`config.mk`:
```
export PLATFORM = sky130hd
export DESIGN_NAME = str_ascii_to_int_flat
export DESIGN_NICKNAME = d
export VERILOG_FILES = /design/src/rtl/str_ascii_to_int_if.sv /design/src/rtl/str_ascii_to_int.sv /design/src/flat_wrapper.sv
export SDC_FILE = /design/constraint.sdc
export NUM_CORES = 1
export LEC_CHECK = 0
export BUFFER_PORTS_ARGS = -buffer_cell sky130_fd_sc_hd__buf_2
export CELL_PAD_IN_SITES_DETAIL_PLACEMENT = 1
export CELL_PAD_IN_SITES_GLOBAL_PLACEMENT = 1
export CORE_MARGIN = 2
export CORE_UTILIZATION = 34
export CTS_CLUSTER_DIAMETER = 60
export DETAILED_ROUTE_END_ITERATION = 8
export PLACE_DENSITY_LB_ADDON = 0.08
export SYNTH_ARGS = -nofsm -noshare
export SYNTH_HDL_FRONTEND = slang
export SYNTH_SLANG_ARGS = --single-unit
```
`constraint.sdc`:
```
create_clock -name clk -period 9.45 [get_ports clk]
set_input_delay 0.4725 -clock clk [delete_from_list [all_inputs] [get_ports clk]]
set_output_delay 0.4725 -clock clk [all_outputs]
set_load 0.01 [all_outputs]
```
`src/rtl/str_ascii_to_int_if.sv`:
```
// Character-stream in / integer-result out handshake bundle for str_ascii_to_int.
// The master side is the character source plus the result consumer; the slave side is the converter.
interface str_ascii_to_int_if #(
    parameter int WIDTH = 32
);
    logic             in_valid;
    logic             in_ready;
    logic [7:0]       in_char;
    logic             in_last;
    logic [1:0]       radix;
    logic             out_valid;
    logic             out_ready;
    logic [WIDTH-1:0] out_value;
    logic             out_overflow;
    logic             out_stopped;
    logic [7:0]       out_ndigits;
    logic             out_toolong;

    modport master (
        output in_valid, in_char, in_last, radix, out_ready,
        input  in_ready, out_valid, out_value, out_overflow, out_stopped, out_ndigits, out_toolong
    );

    modport slave (
        input  in_valid, in_char, in_last, radix, out_ready,
        output in_ready, out_valid, out_value, out_overflow, out_stopped, out_ndigits, out_toolong
    );
endinterface

```
`src/rtl/str_ascii_to_int.sv`:
```
// Streaming atoi/atohex/atooct/atobin: one ASCII char per cycle in, one integer per string out.
// The result and its flags are held in OUT until the downstream stage accepts them.
module str_ascii_to_int #(
    parameter int WIDTH    = 32,
    parameter int MAXCHARS = 255
) (
    input logic               clk,
    input logic               rst,
    str_ascii_to_int_if.slave bus
);
    localparam int WW = WIDTH + 4;
    typedef logic [WW-1:0] wide_t;
    typedef enum logic [1:0] {IDLE, ACCUM, SKIP, OUT} state_t;

    state_t           state, state_n;
    logic [1:0]       radix_q, radix_n;
    logic [WIDTH-1:0] acc_q, acc_n;
    logic [WIDTH-1:0] value_q, value_n;
    logic             neg_q, neg_n;
    logic             ovf_q, ovf_n;
    logic             stop_q, stop_n;
    logic [7:0]       nd_q, nd_n;
    logic [8:0]       cnt_q, cnt_n;
    logic [4:0]       d;
    wide_t            wide;

    // Digit value of a character; 16 marks a non-digit so it fails every base test.
    function automatic logic [4:0] digit_val(input logic [7:0] c);
        if (c >= 8'h30 && c <= 8'h39) return 5'(c - 8'h30);
        if (c >= 8'h61 && c <= 8'h66) return 5'(c - 8'h61 + 8'd10);
        if (c >= 8'h41 && c <= 8'h46) return 5'(c - 8'h41 + 8'd10);
        return 5'd16;
    endfunction

    function automatic logic [4:0] base_of(input logic [1:0] r);
        case (r)
            2'd0:    return 5'd2;
            2'd1:    return 5'd8;
            2'd2:    return 5'd10;
            default: return 5'd16;
        endcase
    endfunction

    function automatic logic [7:0] sat_inc8(input logic [7:0] x);
        return (x == 8'hFF) ? x : x + 8'd1;
    endfunction

    // The char counter only needs to distinguish "more than MAXCHARS" (MAXCHARS <= 255).
    function automatic logic [8:0] sat_cnt(input logic [8:0] x);
        return (x == 9'd256) ? x : x + 9'd1;
    endfunction

    always_comb begin
        state_n = state;
        radix_n = radix_q;
        acc_n   = acc_q;
        value_n = value_q;
        neg_n   = neg_q;
        ovf_n   = ovf_q;
        stop_n  = stop_q;
        nd_n    = nd_q;
        cnt_n   = cnt_q;
        d       = 5'd0;
        wide    = '0;
        case (state)
            OUT: begin
                if (bus.out_ready) state_n = IDLE;
            end
            default: begin
                if (bus.in_valid) begin
                    // The first char of a string starts from a clean slate and latches radix.
                    if (state == IDLE) begin
                        radix_n = bus.radix;
                        acc_n   = '0;
                        neg_n   = 1'b0;
                        ovf_n   = 1'b0;
                        stop_n  = 1'b0;
                        nd_n    = 8'd0;
                        cnt_n   = 9'd0;
                    end
                    cnt_n = sat_cnt(cnt_n);
                    if (state != SKIP) begin
                        state_n = ACCUM;
                        d       = digit_val(bus.in_char);
                        if (bus.in_char == 8'h5F) begin
                            state_n = ACCUM;
                        end else if ((bus.in_char == 8'h2D || bus.in_char == 8'h2B) &&
                                     state == IDLE && radix_n == 2'd2) begin
                            neg_n = (bus.in_char == 8'h2D);
                        end else if (d < base_of(radix_n)) begin
                            wide  = wide_t'(acc_n) * wide_t'(base_of(radix_n)) + wide_t'(d);
                            acc_n = wide[WIDTH-1:0];
                            ovf_n = ovf_n | (|wide[WW-1:WIDTH]);
                            nd_n  = sat_inc8(nd_n);
                        end else begin
                            stop_n  = 1'b1;
                            state_n = SKIP;
                        end
                    end
                    if (bus.in_last) begin
                        state_n = OUT;
                        value_n = neg_n ? -acc_n : acc_n;
                    end
                end
            end
        endcase
    end

    always_ff @(posedge clk) begin
        if (rst) begin
            state   <= IDLE;
            radix_q <= 2'd0;
            acc_q   <= '0;
            value_q <= '0;
            neg_q   <= 1'b0;
            ovf_q   <= 1'b0;
            stop_q  <= 1'b0;
            nd_q    <= 8'd0;
            cnt_q   <= 9'd0;
        end else begin
            state   <= state_n;
            radix_q <= radix_n;
            acc_q   <= acc_n;
            value_q <= value_n;
            neg_q   <= neg_n;
            ovf_q   <= ovf_n;
            stop_q  <= stop_n;
            nd_q    <= nd_n;
            cnt_q   <= cnt_n;
        end
    end

    assign bus.in_ready     = (state != OUT);
    assign bus.out_valid    = (state == OUT);
    assign bus.out_value    = value_q;
    assign bus.out_overflow = ovf_q;
    assign bus.out_stopped  = stop_q;
    assign bus.out_ndigits  = nd_q;
    assign bus.out_toolong  = (cnt_q > 9'(MAXCHARS));
endmodule
```
`src/flat_wrapper.sv`:
```
// flat-port wrapper written by rule: the top's interface ports become plain ports
module str_ascii_to_int_flat 
#(
    parameter int WIDTH    = 32,
    parameter int MAXCHARS = 255
)
  (clk, rst, bus_in_valid, bus_in_char, bus_in_last, bus_radix, bus_out_ready, bus_in_ready, bus_out_valid, bus_out_value, bus_out_overflow, bus_out_stopped, bus_out_ndigits, bus_out_toolong);
  str_ascii_to_int_if #(.WIDTH(WIDTH)) bus_i ();
  input logic clk;
  input logic rst;
  input wire logic [$bits(bus_i.in_valid)-1:0] bus_in_valid;
  input wire logic [$bits(bus_i.in_char)-1:0] bus_in_char;
  input wire logic [$bits(bus_i.in_last)-1:0] bus_in_last;
  input wire logic [$bits(bus_i.radix)-1:0] bus_radix;
  input wire logic [$bits(bus_i.out_ready)-1:0] bus_out_ready;
  output wire logic [$bits(bus_i.in_ready)-1:0] bus_in_ready;
  output wire logic [$bits(bus_i.out_valid)-1:0] bus_out_valid;
  output wire logic [$bits(bus_i.out_value)-1:0] bus_out_value;
  output wire logic [$bits(bus_i.out_overflow)-1:0] bus_out_overflow;
  output wire logic [$bits(bus_i.out_stopped)-1:0] bus_out_stopped;
  output wire logic [$bits(bus_i.out_ndigits)-1:0] bus_out_ndigits;
  output wire logic [$bits(bus_i.out_toolong)-1:0] bus_out_toolong;
  assign bus_i.in_valid = bus_in_valid;
  assign bus_i.in_char = bus_in_char;
  assign bus_i.in_last = bus_in_last;
  assign bus_i.radix = bus_radix;
  assign bus_i.out_ready = bus_out_ready;
  assign bus_in_ready = bus_i.in_ready;
  assign bus_out_valid = bus_i.out_valid;
  assign bus_out_value = bus_i.out_value;
  assign bus_out_overflow = bus_i.out_overflow;
  assign bus_out_stopped = bus_i.out_stopped;
  assign bus_out_ndigits = bus_i.out_ndigits;
  assign bus_out_toolong = bus_i.out_toolong;
  str_ascii_to_int #(.WIDTH(WIDTH), .MAXCHARS(MAXCHARS)) u_core (.clk(clk), .rst(rst), .bus(bus_i));
endmodule
```
=== Yosys cells after proc, flatten, opt, wreduce, memory -nomap -nowiden ===
Index checks and enable logic that the tools add are counted.

* Memory bits (read-only): 0
* Output and inout bits: 45
* Register bits: 88
* Memories: 0
* Word-level logic and storage cells: 141
* RAM bits: 0
* Input bits: 15
* Latch bits: 0

* Div/mod/pow operators: 0
* Equal/unequal tests: 11
* Multipliers: 1
* Muxes and demuxes: 87
* Reductions and logical operators: 14
* $add $sub $neg: 9
* Bitwise logic cells: 2
* Shift-type cells: 0
* Order comparisons: 8

{| class="wikitable"
|+ Operators by type and width
! cell !! number
|-
| 32-bit two-way mux || 10
|-
| 5-bit two-way mux || 20
|-
| 8-bit two-way mux || 8
|-
| 36-bit by 5-bit adder with 36-bit output || 1
|-
| 32-bit by 5-bit multiplier with 36-bit output || 1
|-
| 9-bit two-way mux || 4
|-
| 1-bit two-way mux || 33
|-
| 32-bit negation || 1
|-
| 2-bit two-way mux || 11
|-
| 8-bit by 6-bit == test with 1-bit output (second input constant) || 2
|-
| 8-bit by 7-bit greater-or-equal comparator with 1-bit output (second input constant) || 2
|-
| 8-bit by 7-bit less-or-equal comparator with 1-bit output (second input constant) || 2
|-
| 5-bit case mux with 3 select lines || 1
|-
| 5-bit by 4-bit adder with 5-bit output (second input constant) || 2
|-
| 5-bit by 1-bit subtractor with 5-bit output (second input constant) || 2
|-
| 9-bit by 1-bit adder with 9-bit output (second input constant) || 1
|-
| 9-bit == test (second input constant) || 1
|-
| 9-bit by 8-bit > comparator with 1-bit output (second input constant) || 1
|-
| 8-bit by 1-bit adder with 8-bit output (second input constant) || 1
|-
| 8-bit by 7-bit == test with 1-bit output (second input constant) || 1
|-
| 8-bit == test (second input constant) || 1
|-
| 8-bit by 6-bit greater-or-equal comparator with 1-bit output (second input constant) || 1
|-
| 8-bit by 6-bit less-or-equal comparator with 1-bit output (second input constant) || 1
|-
| 2-bit != test (second input constant) || 3
|-
| other kinds (14) || 21
|}

=== Logic depth before layout (Yosys ltp) ===
Gate-level depths: netlist of the first run.

* Word-level depth: 38
* Gate-level depth with buffers: 30
* Mapped depth without buffers: 23

=== Worst setup path before layout of the first run ===
Ideal clock, no wire load.

* Path kind: register -> register
* Start point: reg u_core.state[0]
* End point: reg u_core.value_q[31] (netlist: u_core.bus.out_value[31])
* Stages on the path, launching flop included: 30
* Setup slack: 2,389 ps
* Arrival time: 6,987 ps
* Buffers on the path: 6
* Data required time: 9,376 ps
* Library setup time: 74 ps
* Period minus slack after synthesis: 7,061 ps
* Cell sequence: dfxtp_1 > buf_4 > or2_2 > clkbuf_1 > clkbuf_1 > clkbuf_1 > clkbuf_1 > nand2_1 > nand2_1 > ha_1 > nor2_1 > clkbuf_1 > and2_1 > ha_1 > inv_1 > fa_1 > fa_1 > inv_1 > ha_1 > o211ai_1 > o21bai_1 > o2111ai_1 > a21oi_1 > or3_1 > a32o_1 > nand3b_1 > nor4_4 > nand3_2 > or4_1 > a31oi_1

* Word-level cells in the longest chain between the ends: 22
* Elaborated cells between the ends (all ways): 45
* Those cells by class: add/sub: 2; mul: 1; order compare: 1; eq/ne: 4; mux: 31; bitwise: 1; reduce/logical: 5

{| class="wikitable"
|+ RTL lines
! element !! line !! RTL
|-
| start, declared || str_ascii_to_int.sv:15 || <nowiki>state_t state, state_n;</nowiki>
|-
| start signal, assigned || str_ascii_to_int.sv:121 || <nowiki>state <= state_n;</nowiki>
|-
| 2-bit logical NOT || str_ascii_to_int.sv:72, str_ascii_to_int.sv:88 ||
|-
| 2-bit two-way mux || str_ascii_to_int.sv:72 || <nowiki>if (state == IDLE) begin</nowiki>
|-
| 2-bit two-way mux || str_ascii_to_int.sv:70 || <nowiki>if (bus.in_valid) begin</nowiki>
|-
| 2-bit two-way mux || str_ascii_to_int.sv:65 || <nowiki>case (state)</nowiki>
|-
| 2-bit == test (tied with other cells) || str_ascii_to_int.sv:36, str_ascii_to_int.sv:88 ||
|-
| 5-bit case mux with 3 select lines || str_ascii_to_int.sv:36 || <nowiki>case (r)</nowiki>
|-
| 5-bit two-way mux || str_ascii_to_int.sv:90 || <nowiki>end else if (d < base_of(radix_n)) begin</nowiki>
|-
| 5-bit two-way mux || str_ascii_to_int.sv:87 || <nowiki>end else if ((bus.in_char == 8'h2D || bus.in_char == 8'h2B) &&</nowiki>
|-
| [... 6 more ...] || n/a ||
|-
| 32-bit two-way mux || str_ascii_to_int.sv:90 ||
|-
| 32-bit two-way mux || str_ascii_to_int.sv:87 ||
|-
| 32-bit two-way mux || str_ascii_to_int.sv:85 || <nowiki>if (bus.in_char == 8'h5F) begin</nowiki>
|-
| 32-bit two-way mux || str_ascii_to_int.sv:82 || <nowiki>if (state != SKIP) begin</nowiki>
|-
| 32-bit two-way mux || str_ascii_to_int.sv:70 ||
|-
| 32-bit two-way mux || str_ascii_to_int.sv:65 ||
|-
| 32-bit negation || str_ascii_to_int.sv:102 || <nowiki>value_n = neg_n ? -acc_n : acc_n;</nowiki>
|-
| 32-bit two-way mux || str_ascii_to_int.sv:102 ||
|-
| end signal, assigned || str_ascii_to_int.sv:124 || <nowiki>value_q <= value_n;</nowiki>
|-
| end, declared || str_ascii_to_int.sv:18 || <nowiki>logic [WIDTH-1:0] value_q, value_n;</nowiki>
|}

Parallel ways exist; a longest one is shown, timed or not. The select of a mux whose other input is x is not followed.
A chain may end at the register's enable or synchronous reset.

=== Final worst setup path of the first run ===
Same ends and word-level chain as after synthesis.

==> reports/qor.yml, run 1 <==
r2r-start: "u_core.state[0]"
grtUsageTotal: 0.229
final_common_cell: "inv_1"
cts_buffer_depth: 2
grt_pass1_vias: 9370
p_total_mw: 1.22
worstHoldStart: "bus_out_ready"
drtAntennaViolNets: 0
rows: 61
dp_hpwl_um: 24800
fp.dieH_um: 171
yosysSeqAreaShare: 0.186
antenna_found_initial: 0
cts_root_buffer: "clkbuf_16"
vias: 9066
postCtsSetupRepairBufs: 0
gp_congestion: 0.828
setup_viol: 0
cap_violations: 0
layout_common_cells: "inv_1 (138), nand2_1 (137), ha_1 (113)"
wl_per_cell_um: 19.6
drt_pre_antenna_iters: 4
fin_crit_ps: 7730
synthTopCellsByArea: "dfxtp_1 (19%), ha_1 (15%), fa_1 (6.5%)"
drc: 0
finish.utilization: 0.377
fin_tns_setup_ps: 0
ctsResizeCount: 0
syn_area_sq_mm: 0.00948
cts_tree: "done"
grt_overflow: 0
r2r_cells: 23
holdBufCountCts: 0
yosys.area.top_type_share: 0.186
initial_utilization: 0.343
r2r-end: "u_core.bus.out_value[31]"
core-area_sq_mm: 0.0276
drt_iter0_drc: 379
cts.sinks: 88
p_leak_nw: 4.92
hold_depth: 2
crit_type: "flop to flop"
io_buffers: 59
clk_pin_slew_ps: 70
synth_area_leader_cell: "dfxtp_1"
ys_warn_count: 0
crit_required_ps: 9720
async_flop_share: 0
post_drt_via_cell_ratio: 5.47
critPathArrivalTime_ps: 8000
ys_ff_latch: 88
grt_pass1_wl_um: 52600
finalCritPeriodShare: 0.818
grt_max_degree: 74
finalNetCount: 1432
netlist_instances: 1246
max_freq_mhz: 129
status: "completed"
clk_latency_ps: 350
htree_levels: 3
ys.flop_type: "dfxtp_1"
ys_types: 87
slew_viol_final: 0
syn2layout_area_growth_pct: 9.85
startpoint_type: "flop"
hold_viol_final: 0
powerDensity_mw_per_mm2: 117
r2r_slack_ps: 1720
worst_hold_path_type: "input port to flop"
drive_above_1_share: 0.0947
diodes: 0
ir_drop_v: 0.0000915
relSlewSlack: 0.245
whs_endpoint: "u_core.state[0]"
worst-path-max-fanout: 21
wl_um: 32400
final.setup_skew_ps: 8.73
worstMarginPinSlew_ps: 1130
cts-buffers-inserted: 9
die_area_sq_mm: 0.0292
fin_ws_ps: 1720
avgSynthCellArea_sq_um: 7.61
rsz0062_at_grt: "false"
end_kind: "flop"
preCtsSetupSlack_ps: 1790
synth_nets: 1405
die_x_um: 171
ios: 60
synth-edff-count: 0
==> flip-flops by register name (all words and copies together) (netlist names) <==
register / cells
u_core.acc_q: 32
u_core.bus.out_value: 32
u_core.cnt_q: 9
u_core.bus.out_ndigits: 8
u_core.radix_q: 2
u_core.state: 2
u_core.bus.out_overflow: 1
u_core.bus.out_stopped: 1
u_core.neg_q: 1
==> worst max-delay path by stage <==
stage | end | cells past startpoint | startpoint
finish | u_core.bus.out_value[31] | 23 | u_core.state[0]
global route | u_core.bus.out_value[31] | 23 | u_core.state[0]
CTS | u_core.bus.out_value[31] | 23 | u_core.state[0]
detailed placement | u_core.bus.out_value[31] | 23 | u_core.state[0]
global placement | u_core.bus.out_value[31] | 23 | u_core.state[0]
floorplan | u_core.bus.out_value[31] | 29 | u_core.state[0]
==> synth_stat cells (all sizes together), types with 19 or more instances <==
cell type / instances
fa: 31
a21oi: 73
nand2: 137
and3: 42
a22oi: 19
nor2: 96
inv: 139
ha: 113
and2: 44
dfxtp: 88
nor3: 21
a211oi: 52
xnor2: 26
clkbuf: 50
a31oi: 19
nand3: 36
o21ai: 52
==> worst max-delay path, cell delays in order (launching register included) <==
cell and delay (ps):
dfxtp_1 400, or2_2 510, nand2_1 130, nand2_1 80, ha_1 320, nor2_1 810, and2_1 250, ha_1 230
inv_1 80, fa_1 410, fa_1 540, inv_1 40, ha_1 340, a21o_1 190, a221oi_1 710, or3_1 310
nand2_1 90, xor2_1 150, a22oi_1 330, nand3b_1 250, nor4_4 580, nand3_2 180, or4_1 530, a31oi_1 170
==> cell type report <==
type | instances | area (sq um)
timing repair buffer | 71 | 385
clock buffer | 11 | 253
inverter | 139 | 522
clock inverter | 5 | 31.3
sequential | 88 | 1760
fill | 3434 | 17200
multi-input combinational | 964 | 6990
tap | 378 | 473
==> cell families after synthesis <==
kind of cell	share of synthesized area
multiplexers	0.0125
AO/OA/AOI/OAI	0.223
flip-flops	0.186
XOR/XNOR	0.0370
buffers and inverters	0.0781
adder cells (fa/ha/maj)	0.215
AND/OR/NAND/NOR	0.249
==> metrics by stage <==
stage,hold slack [ps],std cells,cell area (sq um)
after floorplan,437,1246,9480
after global placement,440,1640,10100
after detailed placement,446,1640,10100
after CTS,315,1656,10400
after global routing,334,1656,10400
final,323,1656,10400
==> per-layer routing <==
metal  global-route usage  share of wire
met1                0.320           0.50
met4               0.0387          0.010
met3               0.0211          0.020
met5                    0              0
met2                0.389           0.47
==> power breakdown <==
group | switching (mW) | total, mW | leakage, nW | internal (mW)
registers | 0.0280 | 0.418 | 0.717 | 0.390
clock network | 0.171 | 0.363 | 0.141 | 0.192
logic | 0.300 | 0.436 | 4.06 | 0.136
Power figures use the tool's default switching activity.
==> run 2: changes to the inputs <==
Settings changed: ABC_AREA set to 1.
Clock period 9.45 ns to 7.55 ns, I/O delays scaled along.
==> run 2 against run 1 <==
Against the previous run: flip-flop and latch count is the same; total power increased by 47%; first-iteration DRC count grew 16%; clock power rose by 34%; final cell count up 36%; sequential share of layout area down 2.1 points; non-clock buffer count did not move; register-to-register slack worse by 550 ps; sequential power increased by 23%; clock-buffer cell count unchanged; cell area grew 14%; critical endpoint is now u_core.bus.out_value[30]; largest power group unchanged.
==> reports/qor.yml, run 2 <==
worstMarginPinSlew_ps: 1080  # was 1130 ps
p_leak_nw: 6.39  # was 4.92 nW
wl_per_cell_um: 15.9  # was 19.6 um
dp.cells: 2243  # was 1,640
max_freq_mhz: 157  # was 129 MHz
grt_pass1_vias: 11469  # was 9,370
postCtsSetupRepairBufs: 0  # unchanged
netlist_instances: 1826  # was 1,246
grt_overflow: 0  # unchanged
io_buffers: 59  # unchanged
synth_top_family_by_area: "simple AND/OR/NAND/NOR gates"  # unchanged
synth-compound-area-share: 0.125  # was 0.223
fp.dieH_um: 183  # was 171 um
ys_warn_count: 0  # unchanged
cts_buffer_depth: 2  # unchanged
ir_drop_v: 0.000114  # was 0.0000915 V
postPlaceCellArea_sq_mm: 0.0115  # was 0.0101 sq mm
grtUsageMet2: 0.413  # was 0.389
grt_pass1_wl_um: 59100  # was 52,600 um
yosysMostFrequentCell: "nand2_1"  # was inv_1
vias: 11187  # was 9,066
clk_latency_ps: 360  # was 350 ps
synth_area_leader_cell: "dfxtp_1"  # unchanged
holdBufCountCts: 0  # unchanged
startpoint_type: "flop"  # unchanged
diodes: 0  # unchanged
async_flop_share: 0  # unchanged
clk_pin_slew_ps: 70  # about the same
ios: 60  # unchanged
cts.sinks: 88  # unchanged
initial_utilization: 0.346  # was 0.343
cap_violations: 0  # unchanged
crit_required_ps: 7770  # was 9720 ps
synth_adder_area_share: 0.186  # was 0.215
grtUsageTotal: 0.221  # was 0.229
end_kind: "flop"  # unchanged
drt_iter0_drc: 441  # was 379
layout_common_cells: "nand2_1 (439), inv_1 (374), nor2_1 (232)"  # was inv_1 (138), nand2_1 (137), ha_1 (113)
cts_root_buffer: "clkbuf_16"  # unchanged
synth-xor-area-share: 0.0233  # was 0.0370
ys_ff_latch: 88  # unchanged
yosysSeqAreaShare: 0.161  # was 0.186
drt_pre_antenna_iters: 5  # was 4
rsz0062_at_grt: "false"  # unchanged
top_usage_layer: "met2"  # unchanged
synth.area.mux_share: 0  # was 0.0125
final.setup_skew_ps: 11.4  # was 8.73 ps
worst-path-max-fanout: 29  # was 21
dp_hpwl_um: 29600  # was 24,800 um
setup_viol: 0  # unchanged
ys.flop_type: "dfxtp_1"  # unchanged
synth-edff-count: 0  # unchanged
fin_tns_setup_ps: 0  # unchanged
cts_tree: "done"  # unchanged
hold_viol_final: 0  # unchanged
synth_nets: 1985  # was 1,405
powerDensity_mw_per_mm2: 151  # was 117 mW/mm^2
r2r_slack_ps: 1170  # was 1720 ps
finalCritPeriodShare: 0.845  # was 0.818
core-area_sq_mm: 0.0316  # was 0.0276 sq mm
layout.cells.non_filler: 2259  # was 1,656
final_common_cell: "nand2_1"  # was inv_1
antenna_found_initial: 0  # unchanged
critPathMaxStageDelay_ps: 800  # was 810 ps
relSlewSlack: 0.280  # was 0.245
drive_above_1_share: 0.0813  # was 0.0947
post_drt_via_cell_ratio: 4.95  # was 5.47
status: "completed"  # unchanged
rows: 65  # was 61
gp_congestion: 0.888  # was 0.828
critPathArrivalTime_ps: 6600  # was 8000 ps
htree_levels: 3  # unchanged
die_x_um: 183  # was 171 um
yosys.area.top_type_share: 0.161  # was 0.186
finalNetCount: 2011  # was 1,432
wl_um: 35900  # was 32,400 um
yosys.area_share.simple: 0.348  # was 0.249
cts-buffers-inserted: 9  # unchanged
drc: 0  # unchanged
ctsResizeCount: 0  # unchanged
crit_top_cell: "nand2_1"
synthTopCellsByCount: "nand2_1 (439), inv_1 (374), nor2_1 (235)"  # was inv_1 (138), nand2_1 (137), ha_1 (113)
die_area_sq_mm: 0.0335  # was 0.0292 sq mm
crit_type: "flop to flop"  # unchanged
ys_types: 47  # was 87
slowest_stage: "ha_1"  # was nor2_1
syn2layout_area_growth_pct: 8.68  # was 9.85%
worst_hold_path_type: "input port to flop"  # unchanged
synthTopCellsByArea: "dfxtp_1 (16%), nand2_1 (15%), ha_1 (13%)"  # was dfxtp_1 (19%), ha_1 (15%), fa_1 (6.5%)
final_cell_area_sq_mm: 0.0119  # was 0.0104 sq mm
grt_util_met3: 0.0220  # was 0.0211
avgSynthCellArea_sq_um: 5.98  # was 7.61 sq um
slew_viol_final: 0  # unchanged
syn_area_sq_mm: 0.0109  # was 0.00948 sq mm
drtAntennaViolNets: 0  # unchanged
grt_use_met1: 0.270  # was 0.320
grt_max_degree: 63  # was 74
fin_crit_ps: 6380  # was 7730 ps
run 2: cell type report:
class	count	area [sq um]
clock buffer	11	243
clock inverter	5	65.1
fill	4302	19700
inverter	382	1430
multi-input combinational	1300	7470
sequential	88	1760
tap	402	503
timing repair buffer	71	385
run 2: final timing paths:
path | startpoint | to | cells past startpoint
max | u_core.radix_q[0] | u_core.bus.out_value[30] | 30
max reg2reg | u_core.radix_q[0] | u_core.bus.out_value[30] | 30
min reg2reg | u_core.bus.out_stopped | u_core.bus.out_stopped | 2
min | bus_in_last | u_core.state[1] | 3
run 2: per-stage QoR:
stage | total power, mW | utilization | hold WS [ps] | setup slack, ps
2_1_floorplan | 1.09 | - | 445 | 2170
3_3_place_gp | 1.31 | 0.366 | 452 | 1170
3_5_place_dp | 1.32 | 0.366 | 455 | 1140
4_1_cts | 1.82 | 0.376 | 380 | 1090
5_1_grt | 1.93 | 0.376 | 386 | 395
6_report | 1.79 | 0.376 | 379 | 1170
run 2: power breakdown:
| part | switching [mW] | leakage [nW] | internal, mW |
|---|---|---|---|
| Sequential | 0.0160 | 0.723 | 0.498 |
| Combinational | 0.562 | 5.52 | 0.228 |
| Clock | 0.216 | 0.144 | 0.269 |
run 2: critical path, delay by kind of cell (launching register included):
kind	cells	cell delay (ps)
flip-flops	1	430
AND/OR/NAND/NOR	17	2220
AO/OA/AOI/OAI	2	350
XOR/XNOR	1	200
buffers and inverters	5	500
adder cells (fa/ha/maj)	5	2510
run 2: logic make-up after synthesis:
| group | Yosys count |
|---|---|
| AO/OA/AOI/OAI | 247 |
| AND/OR/NAND/NOR | 880 |
| XOR/XNOR | 29 |
| adder cells (fa/ha/maj) | 144 |
| buffers and inverters | 438 |
| flip-flops | 88 |
run 2: metal layers:
| layer | part of all wire | routed length [um] | up-vias |
|---|---|---|---|
| met3 | 0.019 | 672 | 34 |
| met2 | 0.51 | 18300 | 102 |
| li1 | - | - | 5715 |
| met4 | 0.021 | 741 | 0 |
| met1 | 0.45 | 16200 | 5336 |
| met5 | 0 | 0 | - |
